File: src/rtl/pipeline_stall_ctrl_if.sv
// pipeline_stall_ctrl_if
// Control bundle between the pipeline stall/flush sequencer and the rest of
// the core: hazard/redirect/interrupt inputs toward the sequencer, stage
// enable/flush controls and performance counters back out.
// master: the core side (drives the event inputs, consumes the controls).
// slave : the sequencer itself.
interface pipeline_stall_ctrl_if;
  // Event inputs to the sequencer
  logic        LW_Stall;
  logic        Branch_EX;
  logic        Jump_ID;
  logic        MulDiv_Start;
  logic        IRQ;
  logic        IRQ_Enable;
  // Pipeline register controls from the sequencer
  logic        PC_Write;
  logic        IF_ID_Write;
  logic        ID_EX_Write;
  logic        IF_ID_Flush;
  logic        ID_EX_Flush;
  logic        EX_MEM_Bubble;
  logic        Exc_Redirect;
  logic        IRQ_Ack;
  logic        MulDiv_Busy;
  logic        MulDiv_Done;
  // Performance counters
  logic [31:0] Stall_Cycles;
  logic [31:0] Flush_Events;

  modport master (
    output LW_Stall, Branch_EX, Jump_ID, MulDiv_Start, IRQ, IRQ_Enable,
    input  PC_Write, IF_ID_Write, ID_EX_Write, IF_ID_Flush, ID_EX_Flush,
    input  EX_MEM_Bubble, Exc_Redirect, IRQ_Ack, MulDiv_Busy, MulDiv_Done,
    input  Stall_Cycles, Flush_Events
  );

  modport slave (
    input  LW_Stall, Branch_EX, Jump_ID, MulDiv_Start, IRQ, IRQ_Enable,
    output PC_Write, IF_ID_Write, ID_EX_Write, IF_ID_Flush, ID_EX_Flush,
    output EX_MEM_Bubble, Exc_Redirect, IRQ_Ack, MulDiv_Busy, MulDiv_Done,
    output Stall_Cycles, Flush_Events
  );
endinterface

File: src/rtl/pipeline_stall_ctrl.sv
// pipeline_stall_ctrl
// Central stall/flush sequencer for the 5-stage pipeline. Resolves load-use
// stalls, branch/jump redirects, multi-cycle mul/div holds and interrupt
// entry with a single priority order. Controls are combinational from the
// FSM state and the current inputs so stalls act in the same cycle.
// Optional build macro: HAZARD_PERF_CNT_EN adds saturating stall-cycle and
// flush-event counters; without it both counter ports are tied to zero.
module pipeline_stall_ctrl #(
  parameter int unsigned MULDIV_CYCLES = 4,  // EX occupancy of a mul/div op (2..255)
  parameter int unsigned CNT_W         = 8   // countdown counter width
) (
  input  logic                  clk,
  input  logic                  reset,
  pipeline_stall_ctrl_if.slave  bus
);

  typedef enum logic [0:0] {
    ST_RUN     = 1'b0,
    ST_MD_BUSY = 1'b1
  } state_t;

  // Counter value loaded on a mul/div start: the start cycle itself is the
  // first held cycle, so the remaining count is one less than the occupancy.
  localparam logic [CNT_W-1:0] CNT_LOAD = CNT_W'(MULDIV_CYCLES - 1);
  localparam logic [CNT_W-1:0] CNT_ONE  = CNT_W'(1);
  localparam logic [CNT_W-1:0] CNT_ZERO = {CNT_W{1'b0}};

  state_t           r_state;
  state_t           w_state_nxt;
  logic [CNT_W-1:0] r_cnt;
  logic [CNT_W-1:0] w_cnt_nxt;
  logic             r_irq_pend;
  logic             w_irq_pend_nxt;

  logic w_pc_write;
  logic w_if_id_write;
  logic w_id_ex_write;
  logic w_if_id_flush;
  logic w_id_ex_flush;
  logic w_ex_mem_bubble;
  logic w_exc_redirect;
  logic w_irq_ack;
  logic w_muldiv_busy;
  logic w_muldiv_done;

  // Next-state, counter and control-output decode with reset override
  always_comb begin
    w_state_nxt     = r_state;
    w_cnt_nxt       = r_cnt;
    w_pc_write      = 1'b1;
    w_if_id_write   = 1'b1;
    w_id_ex_write   = 1'b1;
    w_if_id_flush   = 1'b0;
    w_id_ex_flush   = 1'b0;
    w_ex_mem_bubble = 1'b0;
    w_exc_redirect  = 1'b0;
    w_irq_ack       = 1'b0;
    w_muldiv_busy   = 1'b0;
    w_muldiv_done   = 1'b0;

    case (r_state)
      ST_RUN: begin
        if (bus.MulDiv_Start) begin
          // Freeze the front end and hold the op in EX
          w_pc_write      = 1'b0;
          w_if_id_write   = 1'b0;
          w_id_ex_write   = 1'b0;
          w_ex_mem_bubble = 1'b1;
          w_muldiv_busy   = 1'b1;
          w_cnt_nxt       = CNT_LOAD;
          w_state_nxt     = ST_MD_BUSY;
        end else if (bus.Branch_EX) begin
          // Taken branch squashes both younger instructions
          w_if_id_flush = 1'b1;
          w_id_ex_flush = 1'b1;
        end else if (bus.LW_Stall) begin
          // Hold PC and IF/ID, inject one bubble into EX
          w_pc_write    = 1'b0;
          w_if_id_write = 1'b0;
          w_id_ex_flush = 1'b1;
        end else if (bus.Jump_ID) begin
          w_if_id_flush = 1'b1;
        end else if (r_irq_pend) begin
          // Interrupt entry only when no other event competes this cycle
          w_if_id_flush  = 1'b1;
          w_id_ex_flush  = 1'b1;
          w_exc_redirect = 1'b1;
          w_irq_ack      = 1'b1;
        end else begin
          w_state_nxt = ST_RUN;
        end
      end

      ST_MD_BUSY: begin
        if (r_cnt > CNT_ONE) begin
          w_pc_write      = 1'b0;
          w_if_id_write   = 1'b0;
          w_id_ex_write   = 1'b0;
          w_ex_mem_bubble = 1'b1;
          w_muldiv_busy   = 1'b1;
          w_cnt_nxt       = r_cnt - CNT_ONE;
        end else begin
          // Release cycle (a zero count is unreachable and also releases)
          w_muldiv_done = 1'b1;
          w_cnt_nxt     = CNT_ZERO;
          w_state_nxt   = ST_RUN;
        end
      end

      default: begin
        w_cnt_nxt   = CNT_ZERO;
        w_state_nxt = ST_RUN;
      end
    endcase

    if (reset) begin
      w_pc_write      = 1'b0;
      w_if_id_write   = 1'b0;
      w_id_ex_write   = 1'b0;
      w_if_id_flush   = 1'b1;
      w_id_ex_flush   = 1'b1;
      w_ex_mem_bubble = 1'b1;
      w_exc_redirect  = 1'b0;
      w_irq_ack       = 1'b0;
      w_muldiv_busy   = 1'b0;
      w_muldiv_done   = 1'b0;
    end else begin
      w_muldiv_done = w_muldiv_done;
    end

    // Acknowledge wins over a same-cycle request so one IRQ level is
    // not taken twice back to back.
    if (w_irq_ack) begin
      w_irq_pend_nxt = 1'b0;
    end else begin
      w_irq_pend_nxt = r_irq_pend | (bus.IRQ & bus.IRQ_Enable);
    end
  end

  // FSM state, mul/div countdown and pending-interrupt latch
  always_ff @(posedge clk) begin
    if (reset) begin
      r_state    <= ST_RUN;
      r_cnt      <= CNT_ZERO;
      r_irq_pend <= 1'b0;
    end else begin
      r_state    <= w_state_nxt;
      r_cnt      <= w_cnt_nxt;
      r_irq_pend <= w_irq_pend_nxt;
    end
  end

  assign bus.PC_Write      = w_pc_write;
  assign bus.IF_ID_Write   = w_if_id_write;
  assign bus.ID_EX_Write   = w_id_ex_write;
  assign bus.IF_ID_Flush   = w_if_id_flush;
  assign bus.ID_EX_Flush   = w_id_ex_flush;
  assign bus.EX_MEM_Bubble = w_ex_mem_bubble;
  assign bus.Exc_Redirect  = w_exc_redirect;
  assign bus.IRQ_Ack       = w_irq_ack;
  assign bus.MulDiv_Busy   = w_muldiv_busy;
  assign bus.MulDiv_Done   = w_muldiv_done;

`ifdef HAZARD_PERF_CNT_EN
  localparam logic [31:0] PERF_MAX = 32'hFFFF_FFFF;

  logic [31:0] r_stall_cycles;
  logic [31:0] r_flush_events;

  // Saturating counters of stalled-PC cycles and flush cycles
  always_ff @(posedge clk) begin
    if (reset) begin
      r_stall_cycles <= 32'd0;
      r_flush_events <= 32'd0;
    end else begin
      if (!w_pc_write && (r_stall_cycles != PERF_MAX)) begin
        r_stall_cycles <= r_stall_cycles + 32'd1;
      end else begin
        r_stall_cycles <= r_stall_cycles;
      end
      if ((w_if_id_flush || w_id_ex_flush) && (r_flush_events != PERF_MAX)) begin
        r_flush_events <= r_flush_events + 32'd1;
      end else begin
        r_flush_events <= r_flush_events;
      end
    end
  end

  assign bus.Stall_Cycles = r_stall_cycles;
  assign bus.Flush_Events = r_flush_events;
`else
  assign bus.Stall_Cycles = 32'd0;
  assign bus.Flush_Events = 32'd0;
`endif

endmodule

File: src/flat_wrapper.sv
// flat-port wrapper written by rule: the top's interface ports become plain ports
module pipeline_stall_ctrl_flat 
#(
  parameter int unsigned MULDIV_CYCLES = 4,                                          
  parameter int unsigned CNT_W         = 8                             
)
  (clk, reset, bus_LW_Stall, bus_Branch_EX, bus_Jump_ID, bus_MulDiv_Start, bus_IRQ, bus_IRQ_Enable, bus_PC_Write, bus_IF_ID_Write, bus_ID_EX_Write, bus_IF_ID_Flush, bus_ID_EX_Flush, bus_EX_MEM_Bubble, bus_Exc_Redirect, bus_IRQ_Ack, bus_MulDiv_Busy, bus_MulDiv_Done, bus_Stall_Cycles, bus_Flush_Events);
  pipeline_stall_ctrl_if bus_i ();
  input  logic clk;
  input  logic reset;
  input wire logic [$bits(bus_i.LW_Stall)-1:0] bus_LW_Stall;
  input wire logic [$bits(bus_i.Branch_EX)-1:0] bus_Branch_EX;
  input wire logic [$bits(bus_i.Jump_ID)-1:0] bus_Jump_ID;
  input wire logic [$bits(bus_i.MulDiv_Start)-1:0] bus_MulDiv_Start;
  input wire logic [$bits(bus_i.IRQ)-1:0] bus_IRQ;
  input wire logic [$bits(bus_i.IRQ_Enable)-1:0] bus_IRQ_Enable;
  output wire logic [$bits(bus_i.PC_Write)-1:0] bus_PC_Write;
  output wire logic [$bits(bus_i.IF_ID_Write)-1:0] bus_IF_ID_Write;
  output wire logic [$bits(bus_i.ID_EX_Write)-1:0] bus_ID_EX_Write;
  output wire logic [$bits(bus_i.IF_ID_Flush)-1:0] bus_IF_ID_Flush;
  output wire logic [$bits(bus_i.ID_EX_Flush)-1:0] bus_ID_EX_Flush;
  output wire logic [$bits(bus_i.EX_MEM_Bubble)-1:0] bus_EX_MEM_Bubble;
  output wire logic [$bits(bus_i.Exc_Redirect)-1:0] bus_Exc_Redirect;
  output wire logic [$bits(bus_i.IRQ_Ack)-1:0] bus_IRQ_Ack;
  output wire logic [$bits(bus_i.MulDiv_Busy)-1:0] bus_MulDiv_Busy;
  output wire logic [$bits(bus_i.MulDiv_Done)-1:0] bus_MulDiv_Done;
  output wire logic [$bits(bus_i.Stall_Cycles)-1:0] bus_Stall_Cycles;
  output wire logic [$bits(bus_i.Flush_Events)-1:0] bus_Flush_Events;
  assign bus_i.LW_Stall = bus_LW_Stall;
  assign bus_i.Branch_EX = bus_Branch_EX;
  assign bus_i.Jump_ID = bus_Jump_ID;
  assign bus_i.MulDiv_Start = bus_MulDiv_Start;
  assign bus_i.IRQ = bus_IRQ;
  assign bus_i.IRQ_Enable = bus_IRQ_Enable;
  assign bus_PC_Write = bus_i.PC_Write;
  assign bus_IF_ID_Write = bus_i.IF_ID_Write;
  assign bus_ID_EX_Write = bus_i.ID_EX_Write;
  assign bus_IF_ID_Flush = bus_i.IF_ID_Flush;
  assign bus_ID_EX_Flush = bus_i.ID_EX_Flush;
  assign bus_EX_MEM_Bubble = bus_i.EX_MEM_Bubble;
  assign bus_Exc_Redirect = bus_i.Exc_Redirect;
  assign bus_IRQ_Ack = bus_i.IRQ_Ack;
  assign bus_MulDiv_Busy = bus_i.MulDiv_Busy;
  assign bus_MulDiv_Done = bus_i.MulDiv_Done;
  assign bus_Stall_Cycles = bus_i.Stall_Cycles;
  assign bus_Flush_Events = bus_i.Flush_Events;
  pipeline_stall_ctrl #(.MULDIV_CYCLES(MULDIV_CYCLES), .CNT_W(CNT_W)) u_core (.clk(clk), .reset(reset), .bus(bus_i));
endmodule
File: config.mk
export PLATFORM = sky130hd
export DESIGN_NAME = pipeline_stall_ctrl_flat
export DESIGN_NICKNAME = d
export VERILOG_FILES = /design/src/rtl/pipeline_stall_ctrl_if.sv /design/src/rtl/pipeline_stall_ctrl.sv /design/src/flat_wrapper.sv
export SDC_FILE = /design/constraint.sdc
export NUM_CORES = 1
export LEC_CHECK = 0
export BUFFER_PORTS_ARGS = -buffer_cell sky130_fd_sc_hd__buf_2
export CAP_MARGIN = 15
export CORE_MARGIN = 5
export CORE_UTILIZATION = 30
export CTS_BUF_LIST = sky130_fd_sc_hd__clkbuf_4 sky130_fd_sc_hd__clkbuf_8 sky130_fd_sc_hd__clkbuf_16
export CTS_CLUSTER_DIAMETER = 200
export DETAILED_ROUTE_END_ITERATION = 6
export PLACE_DENSITY_LB_ADDON = 0.25
export SYNTH_ARGS = -nofsm -noshare
export SYNTH_HDL_FRONTEND = slang
export SYNTH_SLANG_ARGS = --single-unit
export TNS_END_PERCENT = 5
File: constraint.sdc
create_clock -name clk -period 1.52 [get_ports clk]
set_input_delay 0.228 -clock clk [delete_from_list [all_inputs] [get_ports clk]]
set_output_delay 0.228 -clock clk [all_outputs]
set_load 0.01 [all_outputs]
==> metrics.txt <==
crit path cell chain inv_2, ha_4, or2_4, nand4_1, nor3b_4, buf_2; EDFF count, synth 0; antenna violation net count after detailed routing 0; Arr. time, crit path between 1500 and 2000 ps; final core utilization 0.338; DIE AREA around 5300 um2; fmax approximately 570 MHz; die height roughly 73 um; Net Sw Frac 0.360; status complete, but fails checks; total power roughly 1300 uW; first-pass GRT wire length 3.31 mm; RSZ-0062 raised after global routing true; #FFs+latches synth 10; Max Slew Vio Count 0; failing checks negative setup slack; die width ~73 um; worst skew pair latency 240 ps; Overflow after GRT 0; Flop pwr share 0.258; period utilisation layout 1.15; share of the synthesized area in the top cell type 0.416; clk slew on worst S/H paths roughly 50 ps; count leader, synth buf_4; Placed Cells around 230; Root Driver clkbuf_8; Final Hold Fails 0; final setup margin -234 ps; maximum number of pins on one net before global-route repair 14; vias in the first global route 737; core box area a little under 4000 um2; Post-Layout Cell Count between 200 and 250; peak supply drop ~0.00027 V; via-per-instance ratio 3.78; Synth top cells by count 66 x buf_4, 10 x dfxtp_1, 7 x nor2_1, 6 x nand2_1; input/output buffers 17; DRT Pass-1 Iters 4; Max-Cap Viols 0; pwr/cell area between 900 and 1000 nW/um2; crit-path max cell delay between 300 and 400 ps; clk sinks 10; syn_area_per_cell between 7 and 8 um2; Initial Util 0.304; Yosys Warn Count 0; top_reg_cell synth dfxtp_1; final wirelength ~2.2 mm; Startpoint Class register; # DRC 0; Rows 23; I/O pin count just over 80; GRT Util Overall 0.0791; vias a little under 900; delay-heaviest family, CP simple AND/OR/NAND/NOR gates; Pint roughly 800 uW; Comb pwr share 0.466; clock network power share 0.275; initial antenna violation count 0; NetSw 450 uW; CP endpoint kind output port; CTS H-tree lvls 1; asr flop ratio synth 0; HPWL after detailed placement 1.85 mm; setup_tns -1790 ps; ANT cells 0; 1st-iter DRT viols 48; WL/cell ~9.6 um; Slowest cell on crit path dfxtp_2; leakage 0.000676 uW; layout cells sized above 1 0.328; Worst Hold Slack 343 ps; Bufs on Longest Clock Path 2; Synth Instances about 150; Clock Skews 5.49 ps; fin nets between 150 and 200; sequential fraction of the synthesis area 0.168; cell taking the most area after synthesis buf_4; number of unique standard cell types used by synthesis 41; # fillers around 440; CTS tree yes; crit path kind register to output port; Max FO, Critical Path 4; RD Place Congestion 0.688; Final setup violation count 12; synth top area cells buf_4 42%, dfxtp_1 17%, a22oi_1 2.5%; worst hold path type input pin to register; Synth Cell Area around 1200 um2; CTS Buf Count 3; P&R area growth vs syn 11.1%; CTS Hold Buffers Added 0; CP bufs+invs 2; fin crit period 1750 ps; CP required between 1000 and 1500 ps
[repair_timing]
action                                  CTS  global route
resized for setup                         7             4
pin swaps                                 6             2
endpoints found under the hold margin     0             0
buffers inserted                          3             0
endpoints found under the setup margin   13            14
[path summary, 6_finish.rpt]
check                   from           endpoint  slack [ps]  depth (start not counted)
max          u_core.r_cnt[0]    bus_MulDiv_Busy        -230                          6
min            bus_Branch_EX  u_core.r_irq_pend         340                          4
max reg2reg  u_core.r_cnt[0]    u_core.r_cnt[7]        -220                          8
min reg2reg  u_core.r_cnt[6]    u_core.r_cnt[6]         590                          2
[final cells by class]
class,instances,area (um2),share of cell area
Multi-Input combinational cell,127,747,0.564
Sequential cell,10,203,0.153
Inverter,5,21.3,0.0161
Timing Repair Buffer,37,235,0.178
Tap cell,50,62.6,0.0473
Clock buffer,4,55.1,0.0416
[state kept, by name, summed over array words and instances (netlist names)]
signal             flops
u_core.r_state         1
u_core.r_cnt           8
u_core.r_irq_pend      1
[power by group through the flow]
stage	logic, uW	clock network, uW	registers, uW
after CTS	571	352	320
after floorplan	492	0	323
after global routing	644	365	329
final	584	345	323
after detailed placement	529	0	323
after global placement	532	0	323
[through the flow]
stage / instance area (um2) / setup slack, ps
2_1_floorplan: 1460 / -34.6
3_3_place_gp: 1210 / -136
3_5_place_dp: 1210 / -136
4_1_cts: 1310 / -241
5_1_grt: 1320 / -338
6_report: 1320 / -234
[cell usage in the layout (no fill, tap or decap), types with 2 or more instances in the layout]
cell type  instances
clkbuf_8           4
dfxtp_1            8
inv_1              3
nor2_1             6
buf_2             17
nor3b_1            2
conb_1            64
buf_4             20
dfxtp_2            2
nand2_1            6
o21ai_1            2
a311o_1            2
a21o_1             3
nor3_1             2
a21oi_1            2
a22oi_1            4
a21oi_2            2
o21ai_0            5
[cell families after synthesis]
family,after synthesis,synth area share
AND/OR/NAND/NOR,30,0.151
other,1,0.00315
AO/OA/AOI/OAI,30,0.197
flip-flops,10,0.168
adder cells (fa/ha/maj),2,0.0210
XOR/XNOR,1,0.00735
buffers and inverters,75,0.452
[per-layer routing]
metal / part of all wire / track usage
met2: 0.50 / 0.130
met4: 0.014 / 0.0430
met1: 0.40 / 0.0976
met5: 0 / 0
met3: 0.082 / 0.0124
[worst min-delay path, stage by stage]
cell and delay [ps]:
buf_2 90, nor2_1 50, nand2_1 80, o21a_1 100
Power figures use the tool's default switching activity.
